### src/rtl/fetch_queue_if.sv
// fetch_queue_if: IMEM request/response, ID-stage head and hazard control bundle for fetch_queue
interface fetch_queue_if #(
  parameter int CNT_W = 5
);
  logic [3:0] hazard_signal;
  logic id_stall;
  logic fence_active;
  logic redirect_valid;
  logic [31:0] redirect_pc;
  logic imem_req;
  logic [31:0] imem_addr;
  logic imem_ready;
  logic imem_rsp_valid;
  logic [31:0] imem_rsp_data;
  logic imem_fault;
  logic id_valid;
  logic [31:0] id_pc;
  logic [31:0] instruction;
  logic [4:0] rs1;
  logic [4:0] rs2;
  logic [4:0] rd;
  logic id_fetch_fault;
  logic [CNT_W-1:0] occupancy;
  modport master (
    input hazard_signal, id_stall, fence_active, redirect_valid, redirect_pc,
    input imem_ready, imem_rsp_valid, imem_rsp_data, imem_fault,
    output imem_req, imem_addr, id_valid, id_pc, instruction, rs1, rs2, rd, id_fetch_fault, occupancy
  );
  modport slave (
    output hazard_signal, id_stall, fence_active, redirect_valid, redirect_pc,
    output imem_ready, imem_rsp_valid, imem_rsp_data, imem_fault,
    input imem_req, imem_addr, id_valid, id_pc, instruction, rs1, rs2, rd, id_fetch_fault, occupancy
  );
endinterface

### src/rtl/fetch_queue.sv
// fetch_queue: in-order IMEM fetch into an instruction FIFO feeding decode; FETCH_QUEUE_BYPASS_EN adds a same-cycle response bypass
`ifndef FLUSH_EARLY
`define FLUSH_EARLY 4'h1
`endif
`ifndef FLUSH_ALL
`define FLUSH_ALL 4'h2
`endif
`ifndef STALL_MMU
`define STALL_MMU 4'h3
`endif
`ifndef INST_NOP
`define INST_NOP 32'h0000_0013
`endif
module fetch_queue #(
  parameter int DEPTH = 4,
  parameter logic [31:0] RESET_PC = 32'h0000_0000,
  parameter int CNT_W = 5
) (
  input logic clk,
  input logic rst,
  fetch_queue_if.master bus
);
  localparam int AW = $clog2(DEPTH);
  logic [31:0] q_pc [DEPTH];
  logic [31:0] q_data [DEPTH];
  logic q_fault [DEPTH];
  logic [31:0] ip_pc [DEPTH];
  logic [AW-1:0] rd_ptr, wr_ptr, ip_rd, ip_wr;
  logic [CNT_W-1:0] count, inflight, drop;
  logic [31:0] fetch_pc;
  logic fault_lock;
  logic flush, issue, rsp_take, bypass, advance, push, pop, valid, head_fault;
  logic [31:0] head_pc, head_data, inst;
`ifdef FETCH_QUEUE_BYPASS_EN
  assign bypass = rsp_take && count == '0;
`else
  assign bypass = 1'b0;
`endif
  // issue, response acceptance and head selection
  always_comb begin
    flush = bus.hazard_signal == `FLUSH_EARLY || bus.hazard_signal == `FLUSH_ALL || bus.redirect_valid;
    bus.imem_req = !rst && !fault_lock && !flush && (count + inflight) < CNT_W'(DEPTH);
    bus.imem_addr = fetch_pc;
    issue = bus.imem_req && bus.imem_ready;
    rsp_take = bus.imem_rsp_valid && drop == '0 && !flush;
    valid = count != '0 || bypass;
    head_pc = bypass ? ip_pc[ip_rd] : q_pc[rd_ptr];
    head_data = bypass ? bus.imem_rsp_data : q_data[rd_ptr];
    head_fault = bypass ? bus.imem_fault : q_fault[rd_ptr];
    advance = valid && !bus.id_stall && !bus.fence_active && bus.hazard_signal != `STALL_MMU;
    push = rsp_take && !(bypass && advance);
    pop = advance && !flush && !bypass;
    inst = valid ? head_data : `INST_NOP;
    bus.id_valid = valid;
    bus.id_pc = valid ? head_pc : 32'h0;
    bus.instruction = inst;
    bus.rs1 = inst[19:15];
    bus.rs2 = inst[24:20];
    bus.rd = inst[11:7];
    bus.id_fetch_fault = valid && head_fault;
    bus.occupancy = count;
  end
  // control state: pointers, counters, drop accounting, fault lock and fetch PC
  always_ff @(posedge clk) begin
    if (rst) begin
      fetch_pc <= RESET_PC;
      count <= '0;
      inflight <= '0;
      drop <= '0;
      fault_lock <= 1'b0;
      rd_ptr <= '0;
      wr_ptr <= '0;
      ip_rd <= '0;
      ip_wr <= '0;
    end else begin
      inflight <= inflight + CNT_W'(issue) - CNT_W'(bus.imem_rsp_valid);
      ip_wr <= ip_wr + AW'(issue);
      ip_rd <= ip_rd + AW'(bus.imem_rsp_valid);
      drop <= flush ? inflight - CNT_W'(bus.imem_rsp_valid) : drop - CNT_W'(bus.imem_rsp_valid && drop != '0);
      fault_lock <= flush ? 1'b0 : fault_lock || (rsp_take && bus.imem_fault);
      count <= flush ? '0 : count + CNT_W'(push) - CNT_W'(pop);
      wr_ptr <= flush ? '0 : wr_ptr + AW'(push);
      rd_ptr <= flush ? '0 : rd_ptr + AW'(pop);
      fetch_pc <= bus.redirect_valid ? (bus.redirect_pc & ~32'h3) : issue ? fetch_pc + 32'd4 : fetch_pc;
    end
  end
  // entry and issue-PC storage; contents are meaningful only under the valid counts
  always_ff @(posedge clk) begin
    if (push) begin
      q_pc[wr_ptr] <= ip_pc[ip_rd];
      q_data[wr_ptr] <= bus.imem_rsp_data;
      q_fault[wr_ptr] <= bus.imem_fault;
    end
    if (issue) ip_pc[ip_wr] <= fetch_pc;
  end
endmodule

### src/flat_wrapper.sv
// flat-port wrapper written by rule: the top's interface ports become plain ports
module fetch_queue_flat 
#(
  parameter int DEPTH = 4,
  parameter logic [31:0] RESET_PC = 32'h0000_0000,
  parameter int CNT_W = 5
)
  (clk, rst, bus_hazard_signal, bus_id_stall, bus_fence_active, bus_redirect_valid, bus_redirect_pc, bus_imem_ready, bus_imem_rsp_valid, bus_imem_rsp_data, bus_imem_fault, bus_imem_req, bus_imem_addr, bus_id_valid, bus_id_pc, bus_instruction, bus_rs1, bus_rs2, bus_rd, bus_id_fetch_fault, bus_occupancy);
  fetch_queue_if #(.CNT_W(CNT_W)) bus_i ();
  input logic clk;
  input logic rst;
  input wire logic [$bits(bus_i.hazard_signal)-1:0] bus_hazard_signal;
  input wire logic [$bits(bus_i.id_stall)-1:0] bus_id_stall;
  input wire logic [$bits(bus_i.fence_active)-1:0] bus_fence_active;
  input wire logic [$bits(bus_i.redirect_valid)-1:0] bus_redirect_valid;
  input wire logic [$bits(bus_i.redirect_pc)-1:0] bus_redirect_pc;
  input wire logic [$bits(bus_i.imem_ready)-1:0] bus_imem_ready;
  input wire logic [$bits(bus_i.imem_rsp_valid)-1:0] bus_imem_rsp_valid;
  input wire logic [$bits(bus_i.imem_rsp_data)-1:0] bus_imem_rsp_data;
  input wire logic [$bits(bus_i.imem_fault)-1:0] bus_imem_fault;
  output wire logic [$bits(bus_i.imem_req)-1:0] bus_imem_req;
  output wire logic [$bits(bus_i.imem_addr)-1:0] bus_imem_addr;
  output wire logic [$bits(bus_i.id_valid)-1:0] bus_id_valid;
  output wire logic [$bits(bus_i.id_pc)-1:0] bus_id_pc;
  output wire logic [$bits(bus_i.instruction)-1:0] bus_instruction;
  output wire logic [$bits(bus_i.rs1)-1:0] bus_rs1;
  output wire logic [$bits(bus_i.rs2)-1:0] bus_rs2;
  output wire logic [$bits(bus_i.rd)-1:0] bus_rd;
  output wire logic [$bits(bus_i.id_fetch_fault)-1:0] bus_id_fetch_fault;
  output wire logic [$bits(bus_i.occupancy)-1:0] bus_occupancy;
  assign bus_i.hazard_signal = bus_hazard_signal;
  assign bus_i.id_stall = bus_id_stall;
  assign bus_i.fence_active = bus_fence_active;
  assign bus_i.redirect_valid = bus_redirect_valid;
  assign bus_i.redirect_pc = bus_redirect_pc;
  assign bus_i.imem_ready = bus_imem_ready;
  assign bus_i.imem_rsp_valid = bus_imem_rsp_valid;
  assign bus_i.imem_rsp_data = bus_imem_rsp_data;
  assign bus_i.imem_fault = bus_imem_fault;
  assign bus_imem_req = bus_i.imem_req;
  assign bus_imem_addr = bus_i.imem_addr;
  assign bus_id_valid = bus_i.id_valid;
  assign bus_id_pc = bus_i.id_pc;
  assign bus_instruction = bus_i.instruction;
  assign bus_rs1 = bus_i.rs1;
  assign bus_rs2 = bus_i.rs2;
  assign bus_rd = bus_i.rd;
  assign bus_id_fetch_fault = bus_i.id_fetch_fault;
  assign bus_occupancy = bus_i.occupancy;
  fetch_queue #(.DEPTH(DEPTH), .RESET_PC(RESET_PC), .CNT_W(CNT_W)) u_core (.clk(clk), .rst(rst), .bus(bus_i));
endmodule
### config.mk
export PLATFORM = sky130hd
export DESIGN_NAME = fetch_queue_flat
export DESIGN_NICKNAME = d
export VERILOG_FILES = /design/src/rtl/fetch_queue_if.sv /design/src/rtl/fetch_queue.sv /design/src/flat_wrapper.sv
export SDC_FILE = /design/constraint.sdc
export NUM_CORES = 1
export LEC_CHECK = 0
export ABC_CLOCK_PERIOD_IN_PS = 18300
export CAP_MARGIN = 25
export CORE_ASPECT_RATIO = 0.8
export CORE_UTILIZATION = 55
export DETAILED_ROUTE_END_ITERATION = 12
export PLACE_DENSITY = 0.81
export SYNTH_ARGS = -nofsm -noshare
export SYNTH_HDL_FRONTEND = slang
export SYNTH_SLANG_ARGS = --single-unit
### constraint.sdc
create_clock -name clk -period 18.3 [get_ports clk]
set_input_delay 1.83 -clock clk [delete_from_list [all_inputs] [get_ports clk]]
set_output_delay 1.83 -clock clk [all_outputs]
set_load 0.05 [all_outputs]
==> results.ini <==
[placed_design]
dp_hpwl_mm = 21.49
port_buffers = 188
gpl.final_weighted_congestion = 0.8376

[yosys]
yosys_register_bits = 426
synth.yosys.seq_area_share = 0.7155
asyncSetResetFlopFracSynth = 0
synth.top_cells.by_area = edfxtp_1 65%, mux4_2 12%, dfxtp_1 6.3%, nor2b_1 2.4%, ha_1 1.8%
yosysMostFrequentCell = edfxtp_1
yosysWarningCount = 0
syn_inst = 955
synth_top_cells_by_count = 372 x edfxtp_1, 93 x mux4_2, 66 x nor2b_1
post_synth.cell_area_avg_sq_um = 17.93
syn_area_sq_mm = 0.01712
synth.lib_cells_used.distinct = 48
synth_top_cell_by_area = edfxtp_1
synth_edf_count = 372
synth_flop_cell = edfxtp_1
synth.top_cell.area_share = 0.6524

[setup_path]
crit_required_ps = 16470
cp.arrival_ps = 4720
setup_slack_reg_to_reg_ps = 14830
worst_r2r_startpoint = u_core.bus.occupancy[3]
setup.worst_path.class = input port to primary output
worst_r2r_path_depth = 17
r2r-end = u_core.bus.occupancy[4]
worst_setup_path_start_kind = input port
critical_path_peak_fanout = 42
end_kind = primary output

[routing]
number_of_iterations_in_the_first_detailed_routing_pass = 5
routed_wirelength_mm = 35.35
avgRoutedWirePerCell_microns = 22.29
drtAntennaViolNets = 0
via_count = 9214
detail_route.vias_per_cell = 5.810
drt_iter0_drc = 756
detail_route.drc_violations = 0

[cells_and_area]
finalNetCount = 1244
drive_gt1_frac = 0.1603
area_growth_syn_to_layout_pct = 20.95
n_antenna_cell = 0

[clocking]
clock-sinks = 426
post_cts_resized = 0
clkTransAtPathRegs_ps = 60
cts_tree = done
clockBufferDepth = 3
clock_latency_ps = 530
cts_hold_buf = 0
htreeDepth = 2
clockRootBuffer = clkbuf_16
postCtsSetupRepairBufs = 0
cts_inserted_buffers = 41

[worst_hold_path]
min_path_cells = 2
hp-class = register to register
worstHoldEndpoint = u_core.fault_lock
hp-start = u_core.fault_lock

[timing]
finalMaxSlewViolations = 0
max-slew-margin-rel = 0.2829
timing_hold_violations_final = 0
clock.fmax_ghz = 0.1526
setup_violations = 0
tightestPinTransition_ps = 1076
period_needed_ps = 6551
min_period_over_period = 0.3580
clock-skew-final_ps = 10.75
rsz0062_at_grt = no
finalSetupTns_ps = 0
whs_ps = 560.0

[global_route]
grt_antenna_before_repair = 0
grt_overflow = 0
global_route.usage.total = 0.2283
grt_start_max_net_pins = 65
grt_pass1_wl_mm = 54.15
via_count_of_the_first_global_routing_pass = 9435

[pwr]
vdd_drop_max_mv = 0.08374
static-leakage-power_nw = 6.563
powerDensity_mw_per_mm2 = 104.3

[job]
max_cap_violations = 0

[floorplan]
chipWidth_microns = 199.3
floorplan.initialDensity = 0.5610
die-area_sq_mm = 0.03185
io_pins = 195
rows = 57
die-height_microns = 159.8
area_of_the_core_sq_mm = 0.03052

[status]
outcome = finished clean

## power by group
group          switching (mW)  internal (mW)
sequential             0.0247           1.09
clock                   0.344          0.474
combinational           0.135         0.0905
total                   0.503           1.66
## cell usage in the layout, fill, tap and decap left out, types with 5 or more instances in the layout
cell,instances
nor2_1,46
a211oi_1,25
nor2b_1,66
o21ai_0,10
dfxtp_1,51
buf_4,16
nand2_1,20
nor4_1,7
a311oi_1,6
nand3_1,8
nor3_1,15
and3_1,8
clkdlybuf4s50_1,188
clkbuf_1,8
a21oi_1,11
o21a_1,5
inv_1,21
or3_1,9
clkbuf_16,43
ha_1,24
clkinv_2,9
xnor2_1,28
nand4_1,12
edfxtp_1,372
xor2_1,13
mux4_2,93
clkinv_1,6
## worst max-delay path: stages
cell and delay [ps]:
clkdlybuf4s50_1 390, buf_4 280, a211oi_2 430, o21ai_1 440, nor3_1 450, clkdlybuf4s50_1 880
## kinds of logic (layout without fill, tap and decap cells)
family,count (synthesis),count (layout),synth area share
AND/OR/NAND/NOR,215,215,0.06869
flip-flops,426,426,0.7155
adder cells (fa/ha/maj),26,26,0.01988
XOR/XNOR,42,42,0.02192
multiplexers,94,94,0.1229
other,1,4,0.0002190
buffers and inverters,85,300,0.02346
AO/OA/AOI/OAI,66,66,0.02740
## cell type report
cell class                      instances  area [sq um]
Fill cell                            2021          9814
Clock inverter                         19         147.6
Multi-Input combinational cell        447          4516
Timing Repair Buffer                  205          2029
Tap cell                              413         516.7
Inverter                               21         78.83
Sequential cell                       426         12260
Clock buffer                           55          1161
## registers in the layout (all words and copies together), names as in the netlist
name                  flops
u_core.ip_wr              2
u_core.q_data           128
u_core.fault_lock         1
u_core.bus.occupancy      5
u_core.wr_ptr             2
u_core.bus.imem_addr     30
u_core.rd_ptr             2
u_core.ip_rd              2
u_core.q_fault            4
u_core.q_pc             120
u_core.ip_pc            120
u_core.drop               5
u_core.inflight           5
## worst max-delay path by stage
| stage | startpoint | slack, ps | endpoint | cells after the start |
|---|---|---|---|---|
| after CTS | rst | 11800 | bus_imem_req | 6 |
| after global placement | rst | 11780 | bus_imem_req | 6 |
| after floorplan | bus_hazard_signal[0] | 10480 | u_core.q_data[0][0] | 5 |
| after detailed placement | rst | 11820 | bus_imem_req | 6 |
| after global routing | rst | 11610 | bus_imem_req | 6 |
| final | rst | 11750 | bus_imem_req | 6 |
## per-stage QoR
stage,instance area (sq um),util,power [mW],cells,worst slack [ps]
final,20710,0.6785,2.160,1586,11750
after global routing,20710,0.6785,2.232,1586,11610
after CTS,20680,0.6776,2.175,1585,11800
after detailed placement,19370,0.6347,1.359,1511,11820
after global placement,19370,0.6347,1.353,1511,11780
after floorplan,17130,-,1.280,958,10480
## metal layers
metal,wire (microns),GRT usage
met5,0,0
met4,877,0.06364
met3,2565,0.03970
met2,17050,0.3690
met1,14860,0.3225
Note: power is estimated with default switching activity, not from simulation.
